$ cat src/rtl/wb_uart_tx_if.sv
// Wishbone classic bus bundle for the UART transmitter.
// slave: cyc/stb/we/adr/dat_i in, dat_o/ack_o out; master is the mirror.
interface wb_uart_tx_if;
    logic        cyc_i;
    logic        stb_i;
    logic        we_i;
    logic [1:0]  adr_i;
    logic [15:0] dat_i;
    logic [15:0] dat_o;
    logic        ack_o;

    modport slave (
        input  cyc_i, stb_i, we_i, adr_i, dat_i,
        output dat_o, ack_o
    );

    modport master (
        output cyc_i, stb_i, we_i, adr_i, dat_i,
        input  dat_o, ack_o
    );
endinterface

$ cat src/rtl/wb_uart_tx.sv
// Wishbone classic slave UART transmitter: byte FIFO + 8N1 serializer.
// Ports: clk_i, rst_i (async, high), wb (slave bus), tx_o (serial, idle high).
module wb_uart_tx #(
    parameter int CLK_DIV    = 1085,
    parameter int FIFO_DEPTH = 8
) (
    input  logic         clk_i,
    input  logic         rst_i,
    wb_uart_tx_if.slave  wb,
    output logic         tx_o
);
    localparam int AW = $clog2(FIFO_DEPTH);

    typedef enum logic [1:0] {S_IDLE, S_START, S_DATA, S_STOP} state_t;

    state_t      r_state;
    state_t      w_next;
    logic        r_ack;
    logic [15:0] r_dat;
    logic        r_ovr;
    logic [15:0] r_div;
    logic [7:0]  r_mem [FIFO_DEPTH];
    logic [AW:0] r_wp;
    logic [AW:0] r_rp;
    logic [15:0] r_cnt;
    logic [7:0]  r_sh;
    logic [2:0]  r_idx;
    logic        r_tx;

    logic        w_req;
    logic        w_data_wr;
    logic        w_push;
    logic        w_drop;
    logic        w_stat_rd;
    logic        w_div_wr;
    logic        w_full;
    logic        w_empty;
    logic        w_busy;
    logic [15:0] w_rdata;
    logic [15:0] w_div_eff;
    logic        w_bit_end;
    logic        w_pop;
    logic        w_load;
    logic        w_shift;
    logic        w_tx_d;

    // ---- bus decode ----
    assign w_req     = wb.cyc_i & wb.stb_i & ~r_ack;
    assign w_data_wr = w_req & wb.we_i & (wb.adr_i == 2'd0);
    assign w_push    = w_data_wr & ~w_full;
    assign w_drop    = w_data_wr & w_full;
    assign w_stat_rd = w_req & ~wb.we_i & (wb.adr_i == 2'd1);
    assign w_div_wr  = w_req & wb.we_i & (wb.adr_i == 2'd2);

    // ---- FIFO flags: pointers carry one extra wrap bit ----
    assign w_empty = (r_wp == r_rp);
    assign w_full  = (r_wp[AW] != r_rp[AW]) &&
                     (r_wp[AW-1:0] == r_rp[AW-1:0]);
    assign w_busy  = (r_state != S_IDLE);

    always_comb begin
        w_rdata = '0;
        case (wb.adr_i)
            2'd1:    w_rdata = {12'd0, r_ovr, w_busy, w_empty, w_full};
            2'd2:    w_rdata = r_div;
            default: w_rdata = '0;
        endcase
    end

    always_ff @(posedge clk_i or posedge rst_i) begin
        if (rst_i) begin
            r_ack <= 1'b0;
            r_dat <= '0;
            r_ovr <= 1'b0;
            r_div <= 16'(CLK_DIV);
        end else begin
            r_ack <= w_req;
            r_dat <= (w_req & ~wb.we_i) ? w_rdata : 16'd0;
            // a drop in the same cycle as the clearing read wins
            if (w_drop)
                r_ovr <= 1'b1;
            else if (w_stat_rd)
                r_ovr <= 1'b0;
            if (w_div_wr)
                r_div <= wb.dat_i;
        end
    end

    assign wb.ack_o = r_ack;
    assign wb.dat_o = r_dat;

    // ---- FIFO storage and pointers ----
    always_ff @(posedge clk_i) begin
        if (w_push)
            r_mem[r_wp[AW-1:0]] <= wb.dat_i[7:0];
    end

    always_ff @(posedge clk_i or posedge rst_i) begin
        if (rst_i) begin
            r_wp <= '0;
            r_rp <= '0;
        end else begin
            if (w_push)
                r_wp <= r_wp + 1'b1;
            if (w_pop)
                r_rp <= r_rp + 1'b1;
        end
    end

    // ---- bit timer: divisor 0/1 both mean one clock per bit ----
    assign w_div_eff = (r_div < 16'd2) ? 16'd1 : r_div;
    assign w_bit_end = (r_cnt == 16'd0);

    // ---- FSM: state register ----
    always_ff @(posedge clk_i or posedge rst_i) begin
        if (rst_i)
            r_state <= S_IDLE;
        else
            r_state <= w_next;
    end

    // ---- FSM: next state ----
    always_comb begin
        w_next = r_state;
        case (r_state)
            S_IDLE:  if (!w_empty) w_next = S_START;
            S_START: if (w_bit_end) w_next = S_DATA;
            S_DATA:  if (w_bit_end && r_idx == 3'd7) w_next = S_STOP;
            S_STOP:  if (w_bit_end) w_next = w_empty ? S_IDLE : S_START;
            default: w_next = S_IDLE;
        endcase
    end

    // ---- FSM: outputs ----
    always_comb begin
        w_pop   = 1'b0;
        w_load  = 1'b0;
        w_shift = 1'b0;
        w_tx_d  = 1'b1;
        case (r_state)
            S_IDLE: begin
                w_pop  = ~w_empty;
                w_load = ~w_empty;
            end
            S_START: begin
                w_tx_d = 1'b0;
                w_load = w_bit_end;
            end
            S_DATA: begin
                w_tx_d  = r_sh[0];
                w_load  = w_bit_end;
                w_shift = w_bit_end;
            end
            S_STOP: begin
                w_pop  = w_bit_end & ~w_empty;
                w_load = w_bit_end & ~w_empty;
            end
            default: w_tx_d = 1'b1;
        endcase
    end

    // ---- serializer datapath; tx_o lags the state by one flop ----
    always_ff @(posedge clk_i or posedge rst_i) begin
        if (rst_i) begin
            r_cnt <= '0;
            r_sh  <= '0;
            r_idx <= '0;
            r_tx  <= 1'b1;
        end else begin
            if (w_load)
                r_cnt <= w_div_eff - 16'd1;
            else if (r_cnt != 16'd0)
                r_cnt <= r_cnt - 16'd1;
            if (w_pop) begin
                r_sh  <= r_mem[r_rp[AW-1:0]];
                r_idx <= '0;
            end else if (w_shift) begin
                r_sh  <= r_sh >> 1;
                r_idx <= r_idx + 3'd1;
            end
            r_tx <= w_tx_d;
        end
    end

    assign tx_o = r_tx;
endmodule
$ cat src/flat_wrapper.sv
// flat-port wrapper written by rule: the top's interface ports become plain ports
module wb_uart_tx_flat 
#(
    parameter int CLK_DIV    = 1085,
    parameter int FIFO_DEPTH = 8
)
  (clk_i, rst_i, tx_o, wb_cyc_i, wb_stb_i, wb_we_i, wb_adr_i, wb_dat_i, wb_dat_o, wb_ack_o);
  wb_uart_tx_if wb_i ();
  input  logic clk_i;
  input  logic rst_i;
  output logic tx_o;
  input wire logic [$bits(wb_i.cyc_i)-1:0] wb_cyc_i;
  input wire logic [$bits(wb_i.stb_i)-1:0] wb_stb_i;
  input wire logic [$bits(wb_i.we_i)-1:0] wb_we_i;
  input wire logic [$bits(wb_i.adr_i)-1:0] wb_adr_i;
  input wire logic [$bits(wb_i.dat_i)-1:0] wb_dat_i;
  output wire logic [$bits(wb_i.dat_o)-1:0] wb_dat_o;
  output wire logic [$bits(wb_i.ack_o)-1:0] wb_ack_o;
  assign wb_i.cyc_i = wb_cyc_i;
  assign wb_i.stb_i = wb_stb_i;
  assign wb_i.we_i = wb_we_i;
  assign wb_i.adr_i = wb_adr_i;
  assign wb_i.dat_i = wb_dat_i;
  assign wb_dat_o = wb_i.dat_o;
  assign wb_ack_o = wb_i.ack_o;
  wb_uart_tx #(.CLK_DIV(CLK_DIV), .FIFO_DEPTH(FIFO_DEPTH)) u_core (.clk_i(clk_i), .rst_i(rst_i), .wb(wb_i), .tx_o(tx_o));
endmodule
$ cat config.mk
export PLATFORM = sky130hd
export DESIGN_NAME = wb_uart_tx_flat
export DESIGN_NICKNAME = d
export VERILOG_FILES = /design/src/rtl/wb_uart_tx_if.sv /design/src/rtl/wb_uart_tx.sv /design/src/flat_wrapper.sv
export SDC_FILE = /design/constraint.sdc
export NUM_CORES = 1
export LEC_CHECK = 0
export CORE_ASPECT_RATIO = 1.1
export CORE_UTILIZATION = 55
export CTS_BUF_LIST = sky130_fd_sc_hd__clkbuf_4
export DETAILED_ROUTE_END_ITERATION = 10
export HOLD_SLACK_MARGIN = 0.03
export PLACE_DENSITY = 0.75
export SYNTH_ARGS = -nofsm -noshare
export SYNTH_HDL_FRONTEND = slang
export SYNTH_SLANG_ARGS = --single-unit
$ cat constraint.sdc
create_clock -name clk_i -period 3.6 [get_ports clk_i]
set_clock_uncertainty 0.15 [all_clocks]
set_input_delay 0.36 -clock clk_i [delete_from_list [all_inputs] [get_ports clk_i]]
set_output_delay 0.36 -clock clk_i [all_outputs]
set_load 0.02 [all_outputs]
# Word-level counts from Yosys, hierarchy flattened
# Memory sizes are Yosys's and may differ from the RTL's.
# Cells that the tools add are included.
word_totals:
  ff_bits: 72
  latchBits: 0
  ram_bits: 64
  mem_bits_ro: 0
  output_inout_bits: 18
  n_memories: 1
mem_list:
  columns: ["memory", "words", "word_bits", "rd", "rd_ports_with_merged_regs", "write_ports", "line_no", "rtl"]
  rows:
  - ["u_core.r_mem", 8, 8, 1, 0, 1, "wb_uart_tx.sv:22", "logic [7:0] r_mem [FIFO_DEPTH];"]
op_classes:
  add_sub_neg: 5
  mul: 0
  n_div: 0
  n_lt_le_gt_ge: 1
  eq_ne: 13
  n_shift: 0
  n_mux: 23
  bitwise_logic: 14
  reduce_logical: 12
ops:
  columns: ["cell", "n"]
  rows:
  - ["16-bit 2-to-1 mux", 4]
  - ["16-bit case mux with 2 select lines", 1]
  - ["16-bit by 1-bit subtractor with 16-bit output, second input constant", 2]
  - ["16-bit logical NOT", 1]
  - ["16-bit by 2-bit < comparator with 1-bit output, second input constant", 1]
  - ["8-bit 2-to-1 mux", 2]
  - ["16-bit nonzero test", 1]
  - ["1-bit bitwise AND", 10]
  - ["4-bit by 1-bit adder with 4-bit output, second input constant", 2]
  - ["2-bit 2-to-1 mux", 4]
  - ["2-bit case mux with 4 select lines", 1]
  - ["2-bit nonzero test", 4]
  - ["2-bit == test, second input constant", 3]
  - ["1-bit 2-to-1 mux", 6]
  - ["3-bit 2-to-1 mux", 2]
  - ["2-bit by 1-bit inequality test with 1-bit output, second input constant", 3]
  - ["2-bit by 1-bit == test with 1-bit output, second input constant", 2]
  - ["4-bit == test", 1]
  - ["2-bit logical NOT", 2]
  - ["1-bit NOT", 4]
  - ["1-bit case mux with 2 select lines", 2]
  - ["4-bit AND reduction", 1]
  - ["3-bit by 1-bit adder with 3-bit output, second input constant", 1]
  - ["3-bit == test", 1]
  - ["other kinds (6)", 7]

# Depth between registers and ports, before layout
# Gate-level depths: netlist (run 1).
logic_depth:
  ltp_word: 7
  mapped_depth: 14
  ltp_nobuf: 11

# Worst setup path before layout (run 1)
# OpenSTA, ideal clock, no wires.
synth_path:
  kind: "register to register"
  startpoint: "register u_core.r_cnt[11]"
  endpoint: "register u_core.r_cnt[14]"
  setup_time_ps: 126
  t_arrival_ps: 2780
  required_ps: 3324
  setup_slack_ps: 544
  stages_incl_launch_ff: 14
  n_path_buf: 3
  path_cell_list: "dfrtp_1 or4_4 nor3_4 o211ai_2 and2_1 buf_6 buf_6 mux2i_1 ha_1 clkbuf_1 nand3_1 nor2_1 mux2i_1 mux2i_1"
synth_via:
  elab_chain_len: 4
synth_rtl:
  columns: ["item", "line_no", "rtl"]
  rows:
  - ["start: declaration", "wb_uart_tx.sv:25", "logic [15:0] r_cnt;"]
  - ["start signal: assignment", "wb_uart_tx.sv:171", "r_cnt <= w_div_eff - 16'd1;"]
  - ["start signal: assignment", "wb_uart_tx.sv:173", "r_cnt <= r_cnt - 16'd1;"]
  - ["parallel branches: the longest is 4 deep, another holds 16-bit by 1-bit subtractor with 16-bit output", null, null]
# Parallel ways; which one is timed is not known. The select of a mux whose other input is x is not followed.
# A chain may end at the register's enable or synchronous reset.

# Final worst setup path (run 1)
layout_path:
  startpoint: "register u_core.r_wp[0]"
  endpoint: "register u_core.r_cnt[8]"
layout_via:
  elab_chain_len: 5
layout_rtl:
  columns: ["item", "line_no", "rtl"]
  rows:
  - ["start: declaration", "wb_uart_tx.sv:23", "logic [AW:0] r_wp;"]
  - ["start signal: assignment", "wb_uart_tx.sv:104", "r_wp <= r_wp + 1'b1;"]
  - ["4-bit == test (*)", "wb_uart_tx.sv:56", "assign w_empty = (r_wp == r_rp);"]
  - ["1-bit NOT (*)", "wb_uart_tx.sv:143, wb_uart_tx.sv:156", null]
  - ["1-bit bitwise AND", "wb_uart_tx.sv:156", "w_load = w_bit_end & ~w_empty;"]
  - ["1-bit case mux with 3 select lines (*)", "wb_uart_tx.sv:140", "case (r_state)"]
  - ["16-bit 2-to-1 mux / 2-bit nonzero test (equally long branches)", null, null]
# Mark *: on every way between the ends. The rest lies on a longest branch, timed or not.

==> flow_summary.ini, run 1 <==
[status]
status = completed

[power_and_ir_drop]
finalPower_mw = 4.93
power.static_leakage_nw = 2.84
netSwitchingFraction_pct = 37.9
share_of_power_burned_in_the_clock_network_pct = 20.4
p_sw_mw = 1.87
share_comb_of_total_power_pct = 35.8
seq_power_share_pct = 43.9
p_per_area_nw_per_um2 = 692
vdd_ir_drop_max_v = 0.000314
internal_power_mw = 3.06

[global_routing]
wire_length_of_the_first_global_routing_pass_mm = 20.2
grt_max_degree = 41
grt_antenna_before_repair = 0
grt_pass1_vias = 3783
grt_overflow_total = 0
global_route_usage_over_all_layers_pct = 24.1

[timing]
finalCritPeriodShare_pct = 91.6
finalSetupViolations = 0
fin_setup_tns_ns = 0
final.min_clock_period_ns = 3.30
max_slew_margin_pct = 47.3
final-hold-violation-count = 0
max_clock_freq_mhz = 303
worst-slew-pin-transition_ns = 0.788
maxSlewViolCount = 0

[floorplan]
floorplan.core_area_um2 = 11000
die-height_um = 113
fp.dieW_um = 103
design.die.area_um2 = 11700
fp-row-count = 40
num_io_pins = 41
initial_utilization_pct = 56.5

[synth]
post_synth.cell_area_avg_um2 = 14.3
synth.largest_area_cell = edfxtp_1
yosys.area_share.adder_pct = 2.63
share_of_the_synthesized_area_in_compound_gates_ao_oa_aoi_oai_pct = 3.70
dominantRegCellSynth = dfrtp_1
synth_enable_flop_cells = 64
synth_top_area_share_pct = 31.0
synthesis.area_um2 = 6200
synth.area.mux_share_pct = 15.6
syn_inst = 434
yosys.cell_types.count = 53
main_combinational_cell_family_by_area_after_synthesis = multiplexers
synth_seq_cells = 136
synth_top_cells_by_area = edfxtp_1 31%, dfrtp_1 26%, mux2i_1 6.3%
synth_async_sr_flop_share_pct = 52.9
synth-simple-area-share_pct = 11.4
synth_fp_nets = 470
number_of_warning_messages_in_the_yosys_log = 0
synth_xor_xnor_area_share_pct = 4.24
synth.yosys.seq_area_share_pct = 60.2

[clock_tree]
clock_sink_count = 136
tritoncts.num_buffers = 17
clock_insertion_delay_worst_skew_ns = 0.55
clk_pin_slew_worst_paths_ns = 0.14
clockRootBuffer = clkbuf_4
clk_path_buf_depth = 2
tritoncts = yes
cts_max_level = 4

[worst_setup_path]
timing.setup.critical_path_class = flop to flop
cp-end-kind = flop
worst_ep_required_time_ns = 3.91
worstPathMaxFanout = 11
cp-start-kind = flop
cp.arrival_ns = 3.61

[finish]
fill_cells = 795
insertedDiodeCount = 0
mostFrequentLayoutCell = dfrtp_1
fin_nets = 529
mostFrequentLayoutCells = 65 x dfrtp_1, 64 x edfxtp_1, 40 x clkdlybuf4s50_1, 39 x mux2i_1, 24 x nor2_1
synthToLayoutAreaGrowth_pct = 15.0
final_layout_size_suffix_gt1_share_pct = 20.2

[routing]
via_per_inst = 5.80
detail_route.wirelength_mm = 12.2
routed_wire_per_std_cell_um = 18.6
drt_iter0_drc = 292
vias = 3785
drtPass1Iterations = 7
drt_drc_violations_left = 0
ant_nets = 0

[place]
dp_hpwl_mm = 8.52
numPortBuffers = 40
placer_s_final_routability_congestion_estimate = 0.834

[flow_run]
drv.max_cap_violation_count = 0

[hold_path]
holdCritPathClass = primary input to asynchronous set/reset pin
## what timing repair did
action                                  4_1_cts  5_1_grt
buffers inserted                              0        0
hold buffers                                  0        0
resized for setup                             0        3
endpoints found under the setup margin        0        4
endpoints found under the hold margin         0        0
## power by group through the flow
stage / Combinational, mW / Sequential, mW / Clock [mW]
floorplan: 1.43 / 2.11 / 0
global placement: 1.70 / 2.17 / 0
detailed placement: 1.74 / 2.19 / 0
CTS: 1.76 / 2.16 / 1.04
finish: 1.76 / 2.16 / 1.00
global route: 1.94 / 2.20 / 1.10
## cells in the mapped netlist (all sizes together), types with 6 or more instances
master  number
xnor2       17
a21oi        7
nor4         6
nand2b       8
mux4        16
mux2i       39
buf         11
nand3       14
nand2       16
nor3        14
nor2        25
clkbuf       6
dfrtp       65
dfstp        7
mux2        19
edfxtp      64
ha          13
o21ai        6
inv          7
xor2        13
and2        13
## flip-flops by register name, indices dropped and copies added (netlist names)
register / flops
u_core.r_mem: 64
u_core.wb.dat_o: 16
u_core.r_state: 2
u_core.wb.ack_o: 1
u_core.r_idx: 3
u_core.r_rp: 4
u_core.r_cnt: 16
u_core.r_ovr: 1
u_core.r_sh: 8
u_core.r_div: 16
u_core.tx_o: 1
u_core.r_wp: 4
## stage by stage
| stage | util, % | cell area (um^2) | setup slack [ns] | hold slack, ns | cells |
|---|---|---|---|---|---|
| global placement | 62.2 | 6810 | 0.320 | 0.337 | 621 |
| detailed placement | 62.2 | 6810 | 0.141 | 0.349 | 621 |
| global route | 65.0 | 7130 | -0.0131 | 0.0704 | 653 |
| CTS | 64.9 | 7120 | 0.0777 | 0.0505 | 653 |
| finish | 65.0 | 7130 | 0.304 | 0.0779 | 653 |
| floorplan | - | 6200 | 0.544 | 0.303 | 434 |
## metal layers
metal  track usage, %  up-vias  part of all wire [%]
li1                 -     1756                     -
met1             33.5     1891                    45
met2             36.7      118                    48
met3             5.74       20                   4.6
met4             9.48        0                   2.1
met5                0        -                     0
## worst paths after layout
check / slack (ns) / startpoint / cells past startpoint / to
worst max-delay path: 0.30 / u_core.r_wp[0]$_DFFE_PP0P_ / 10 / u_core.r_cnt[8]$_DFFE_PP0P_
worst min-delay path: 0.08 / rst_i / 2 / u_core.r_idx[1]$_DFFE_PP0P_
worst max register to register: 0.30 / u_core.r_wp[0]$_DFFE_PP0P_ / 10 / u_core.r_cnt[8]$_DFFE_PP0P_
worst min register to register: 0.39 / u_core.r_sh[0]$_DFFE_PP0P_ / 2 / u_core.tx_o$_DFF_PP1_
max in group asynchronous: 2.48 / rst_i / 3 / u_core.r_div[10]$_DFFE_PP1P_
min in group clk_i: 0.27 / wb_dat_i[13] / 2 / u_core.r_div[13]$_DFFE_PP0P_
## area by class of cell
type	instances	area (um^2)	share of cell area [%]
clock buffers	17	128	1.79
clock inverters	15	176	2.48
inverters	7	26.3	0.369
multi-input cells	274	2340	32.8
flip-flops and latches	136	3730	52.4
well taps	147	184	2.58
repair buffers	57	541	7.58
## cell families (layout without fill, tap and decap cells)
family                   count (synthesis)  after routing
flip-flops                             136            136
buffers and inverters                   24             96
XOR/XNOR                                30             30
adder cells (fa/ha/maj)                 13             13
AO/OA/AOI/OAI                           34             34
AND/OR/NAND/NOR                        123            123
multiplexers                            74             74
## critical path: stages, from the launching register on
cell and delay (ns):
dfrtp_1 0.50, xnor2_1 0.34, a41oi_1 0.25, o211ai_2 0.26, and2_2 0.32, mux2i_1 0.26, ha_2 0.34, nand2_1 0.17
or3_1 0.35, xor2_1 0.15, mux2i_1 0.15
No activity file was read; power rests on OpenSTA's default activity.
==> run 2: changes to the inputs <==
- MAX_ROUTING_LAYER: default -> met4
- clock period: 3.6 -> 3.47 ns (I/O delays scaled with it)
==> run 2 against run 1 <==
Sequential power increased by 4%. Clock power about the same. Die area unchanged. Core utilization decreased by 0.27 points. Final area decreased by 0.42%. Fmax increased by 7.5%. Worst setup slack improved by 0.099 ns. Total power increased by 2.3%. Critical endpoint unchanged.
==> flow_summary.ini, run 2 (synthesis gave the netlist of run 1 again) <==
[finish]
mostFrequentLayoutCell = dfrtp_1
flip_flop_count_of_the_largest_register_after_layout = 64
mostFrequentLayoutCells = 65 x dfrtp_1, 64 x edfxtp_1, 40 x clkdlybuf4s50_1, 39 x mux2i_1, 24 x nor2_1
fin_nets = 530
final_layout_size_suffix_gt1_share_pct = 19.7
synthToLayoutAreaGrowth_pct = 14.5

[global_routing]
grt_overflow_total = 0
grt_pass1_vias = 3719
wire_length_of_the_first_global_routing_pass_mm = 19.4
global_route_usage_over_all_layers_pct = 24.0
grt_antenna_before_repair = 1
grt_max_degree = 43

[routing]
detail_route.wirelength_mm = 12.0
via_per_inst = 5.64
vias = 3693
ant_nets = 0
routed_wire_per_std_cell_um = 18.3
drt_drc_violations_left = 0
drt_iter0_drc = 258
drtPass1Iterations = 4

[clock_tree]
cts_max_level = 4
tritoncts = yes
clk_path_buf_depth = 2
clockRootBuffer = clkbuf_4
clock_insertion_delay_worst_skew_ns = 0.54
clock_sink_count = 136
post_cts.repair.setup_buffers = 0
tritoncts.num_buffers = 17
clk_pin_slew_worst_paths_ns = 0.13

[floorplan]
design.die.area_um2 = 11700
num_io_pins = 41
fp.dieW_um = 103
initial_utilization_pct = 56.5
fp-row-count = 40
floorplan.core_area_um2 = 11000
die-height_um = 113

[worst_setup_path]
timing.setup.critical_path_class = flop to flop
cp.arrival_ns = 3.40
worstPathMaxFanout = 11
worst_ep_required_time_ns = 3.80
r2r_slack_ns = 0.40
cp-end-kind = flop
cp-start-kind = flop

[timing]
finalCritPeriodShare_pct = 88.4
finalSetupViolations = 0
worst-slew-pin-transition_ns = 0.754
max_slew_margin_pct = 49.6
final.min_clock_period_ns = 3.07
maxSlewViolCount = 0
finalHoldWorstSlack_ns = 0.0604
fin_setup_tns_ns = 0
final-hold-violation-count = 0
max_clock_freq_mhz = 326
grt_setup_unrepaired = false

[hold_path]
holdCritPathClass = primary input to asynchronous set/reset pin

[place]
dp_hpwl_mm = 8.37
numPortBuffers = 40
placer_s_final_routability_congestion_estimate = 0.864

[power_and_ir_drop]
p_per_area_nw_per_um2 = 711
vdd_ir_drop_max_v = 0.000380
power.static_leakage_nw = 2.82

[status]
status = completed

[flow_run]
drv.max_cap_violation_count = 0
## run 2: cell types whose count changed in the layout (fill, tap and decap cells not counted), moves of 2 or more
cell / change
clkinvlp_4: +4
clkinv_4: +2
clkinv_8: -5
inv_6: -3
## run 2: worst paths after layout
| path | startpoint | to | depth (start not counted) |
|---|---|---|---|
| min in group clk_i | wb_dat_i[15] | u_core.r_div[15]$_DFFE_PP0P_ | 2 |
| setup / recovery | u_core.r_wp[0]$_DFFE_PP0P_ | u_core.r_cnt[8]$_DFFE_PP0P_ | 10 |
| setup reg to reg | u_core.r_wp[0]$_DFFE_PP0P_ | u_core.r_cnt[8]$_DFFE_PP0P_ | 10 |
| hold / removal | rst_i | u_core.r_sh[4]$_DFFE_PP0P_ | 2 |
| hold reg to reg | u_core.r_sh[0]$_DFFE_PP0P_ | u_core.tx_o$_DFF_PP1_ | 2 |
| max in group asynchronous | rst_i | u_core.r_div[10]$_DFFE_PP1P_ | 3 |
## run 2: layer usage
| layer | wire (um) | share of wire [%] | global-route usage, % |
|---|---|---|---|
| met2 | 5750 | 48 | 35.1 |
| met5 | 0 | 0 | - |
| met4 | 140 | 1.2 | 8.54 |
| met3 | 495 | 4.1 | 6.55 |
| met1 | 5580 | 47 | 32.3 |
## run 2: per-stage QoR
step                      total power [mW]  cell area (um^2)  setup WS, ns  utilization, %  instances
after global placement                4.02              6820         0.423            62.2        622
final                                 5.04              7100         0.403            64.7        655
after CTS                             5.07              7090         0.314            64.7        654
after detailed placement              4.08              6820         0.351            62.2        622
after global routing                  5.37              7100        0.0916            64.7        655
after floorplan                       3.67              6200         0.414               -        434
## run 2: repair_timing
| item | 4_1_cts | 5_1_grt |
|---|---|---|
| setup endpoints to repair | 0 | 1 |
| hold buffers | 0 | 0 |
| gates resized for setup | 0 | 1 |
## run 2: critical path, stage by stage, from the launching register on
cell and delay (ns):
dfrtp_1 0.49, xnor2_1 0.34, a41oi_1 0.23, o211ai_2 0.25
and2_1 0.24, mux2i_1 0.22, ha_2 0.32, nand2_1 0.16
or3_1 0.34, xor2_1 0.14, mux2i_1 0.11
## run 2: area by class of cell
cell class                 instances  area, um^2
inverter                           7        26.3
antenna                            1        2.50
multi-input combinational        274        2330
sequential                       136        3730
clock inverter                    15         144
clock buffer                      17         128
tap                              147         184
timing repair buffer              58         548
fill                             803        3860
## run 2: where the power goes
part	switching, mW	internal, mW
registers	0.282	1.96
logic	0.939	0.878
clock network	0.617	0.369
==> run 3: changes to the inputs <==
- CAP_MARGIN: default -> 20
- clock period: 3.47 -> 3.6 ns (I/O delays scaled with it)
==> run 3 against run 2 <==
Worst setup slack got worse by 0.12 ns. First-iteration DRC count rose by 21%. Core utilization rose by 0.27 points. Final area rose by 0.42%. Wire length rose by 1.9%. Sequential cell count did not move. Via count rose by 2.5%. Critical path type unchanged. Critical endpoint unchanged.
==> flow_summary.ini, run 3 (synthesis gave the netlist of run 1 again) <==
[global_routing]
global_route_usage_over_all_layers_pct = 24.9
grt_max_degree = 41
grt_antenna_before_repair = 0
grt_pass1_vias = 3784
grt_overflow_total = 0
wire_length_of_the_first_global_routing_pass_mm = 20.2

[finish]
final_core_utilization_pct = 65.0
mostFrequentLayoutCells = 65 x dfrtp_1, 64 x edfxtp_1, 40 x clkdlybuf4s50_1, 39 x mux2i_1, 24 x nor2_1
final_layout_size_suffix_gt1_share_pct = 20.2
synthToLayoutAreaGrowth_pct = 15.0
insertedDiodeCount = 0
flip_flop_count_of_the_largest_register_after_layout = 64
mostFrequentLayoutCell = dfrtp_1
fin_nets = 529
final_cell_area_um2 = 7130
final_cells = 653

[place]
numPortBuffers = 40
detailed_place.area_um2 = 6810
place_inst = 621
placer_s_final_routability_congestion_estimate = 0.846
dp_hpwl_mm = 8.52
post-place-ws_ns = 0.141

[power_and_ir_drop]
power.static_leakage_nw = 2.84
p_per_area_nw_per_um2 = 692
vdd_ir_drop_max_v = 0.000314

[hold_path]
holdCritPathClass = primary input to asynchronous set/reset pin

[routing]
vias = 3784
routed_wire_per_std_cell_um = 18.7
via_per_inst = 5.79
drtPass1Iterations = 4
ant_nets = 0
drt_iter0_drc = 311
detail_route.wirelength_mm = 12.2
drt_drc_violations_left = 0

[flow_run]
drv.max_cap_violation_count = 0

[worst_setup_path]
r2r_slack_ns = 0.28
critical_r2r_launch = u_core.r_wp[0]$_DFFE_PP0P_
timing.setup.critical_path_class = flop to flop
reg2regPathDepth = 10
cp-start-kind = flop
worstPathMaxFanout = 11
reg2reg_to = u_core.r_cnt[8]$_DFFE_PP0P_
cp.arrival_ns = 3.64
cp-end-kind = flop
worst_ep_required_time_ns = 3.92

[timing]
max_slew_margin_pct = 47.4
fin_setup_tns_ns = 0
max_clock_freq_mhz = 301
finalSetupViolations = 0
final.min_clock_period_ns = 3.32
finalCritPeriodShare_pct = 92.2
final.setup.worst_slack_ns = 0.281
worst-slew-pin-transition_ns = 0.787
final-hold-violation-count = 0
maxSlewViolCount = 0

[clock_tree]
clockRootBuffer = clkbuf_4
clock_sink_count = 136
clk_pin_slew_worst_paths_ns = 0.14
cts_max_level = 4
tritoncts = yes
clk_path_buf_depth = 2
clock_insertion_delay_worst_skew_ns = 0.55
tritoncts.num_buffers = 17
post_cts.repair.setup_buffers = 0

[floorplan]
fp-row-count = 40
design.die.area_um2 = 11700
die-height_um = 113
floorplan.core_area_um2 = 11000
initial_utilization_pct = 56.5
fp.dieW_um = 103
num_io_pins = 41

[status]
status = completed
[run 3: power by group]
part / internal, mW / total, mW / switching [mW] / leakage (nW)
clock: 0.329 / 1.01 / 0.676 / 0.163
sequential: 1.89 / 2.16 / 0.276 / 1.48
combinational: 0.843 / 1.76 / 0.921 / 1.19
[run 3: layout make-up]
type / count / area, um^2
Multi-Input combinational cell: 274 / 2340
Clock buffer: 17 / 128
Tap cell: 147 / 184
Timing Repair Buffer: 57 / 541
Fill cell: 795 / 3830
Sequential cell: 136 / 3730
Clock inverter: 15 / 176
Inverter: 7 / 26.3
[run 3: worst max-delay path by stage]
stage                                 startpoint                           end
floorplan           u_core.r_cnt[11]$_DFFE_PP0P_  u_core.r_cnt[14]$_DFFE_PP0P_
detailed placement    u_core.r_wp[0]$_DFFE_PP0P_   u_core.r_cnt[8]$_DFFE_PP0P_
CTS                   u_core.r_wp[0]$_DFFE_PP0P_   u_core.r_cnt[8]$_DFFE_PP0P_
finish                u_core.r_wp[0]$_DFFE_PP0P_   u_core.r_cnt[8]$_DFFE_PP0P_
global route          u_core.r_wp[0]$_DFFE_PP0P_   u_core.r_cnt[8]$_DFFE_PP0P_
global placement      u_core.r_wp[2]$_DFFE_PP0P_   u_core.r_cnt[8]$_DFFE_PP0P_
[run 3: timing repair]
item,CTS,global route
gates resized for setup,0,3
endpoints found under the setup margin,0,4
hold buffers,0,0
[run 3: metrics by stage]
stage | hold slack [ns] | power [mW]
6_report | 0.0744 | 4.93
5_1_grt | 0.0626 | 5.25
4_1_cts | 0.0505 | 4.95
3_5_place_dp | 0.349 | 3.93
3_3_place_gp | 0.337 | 3.87
2_1_floorplan | 0.303 | 3.54
[run 3: critical path: stages, from the launching register on]
cell and delay (ns):
dfrtp_1 0.50, xnor2_1 0.34, a41oi_1 0.25, o211ai_2 0.26
and2_2 0.32, mux2i_1 0.26, ha_2 0.35, nand2_1 0.17
or3_1 0.35, xor2_1 0.15, mux2i_1 0.15
[run 3: routing by layer]
metal	vias to the layer above	GRT usage, %	wire, um
li1	1757	-	-
met1	1888	33.5	5490
met2	119	36.8	5890
met3	20	6.49	567
met4	0	8.64	241
met5	-	-	0
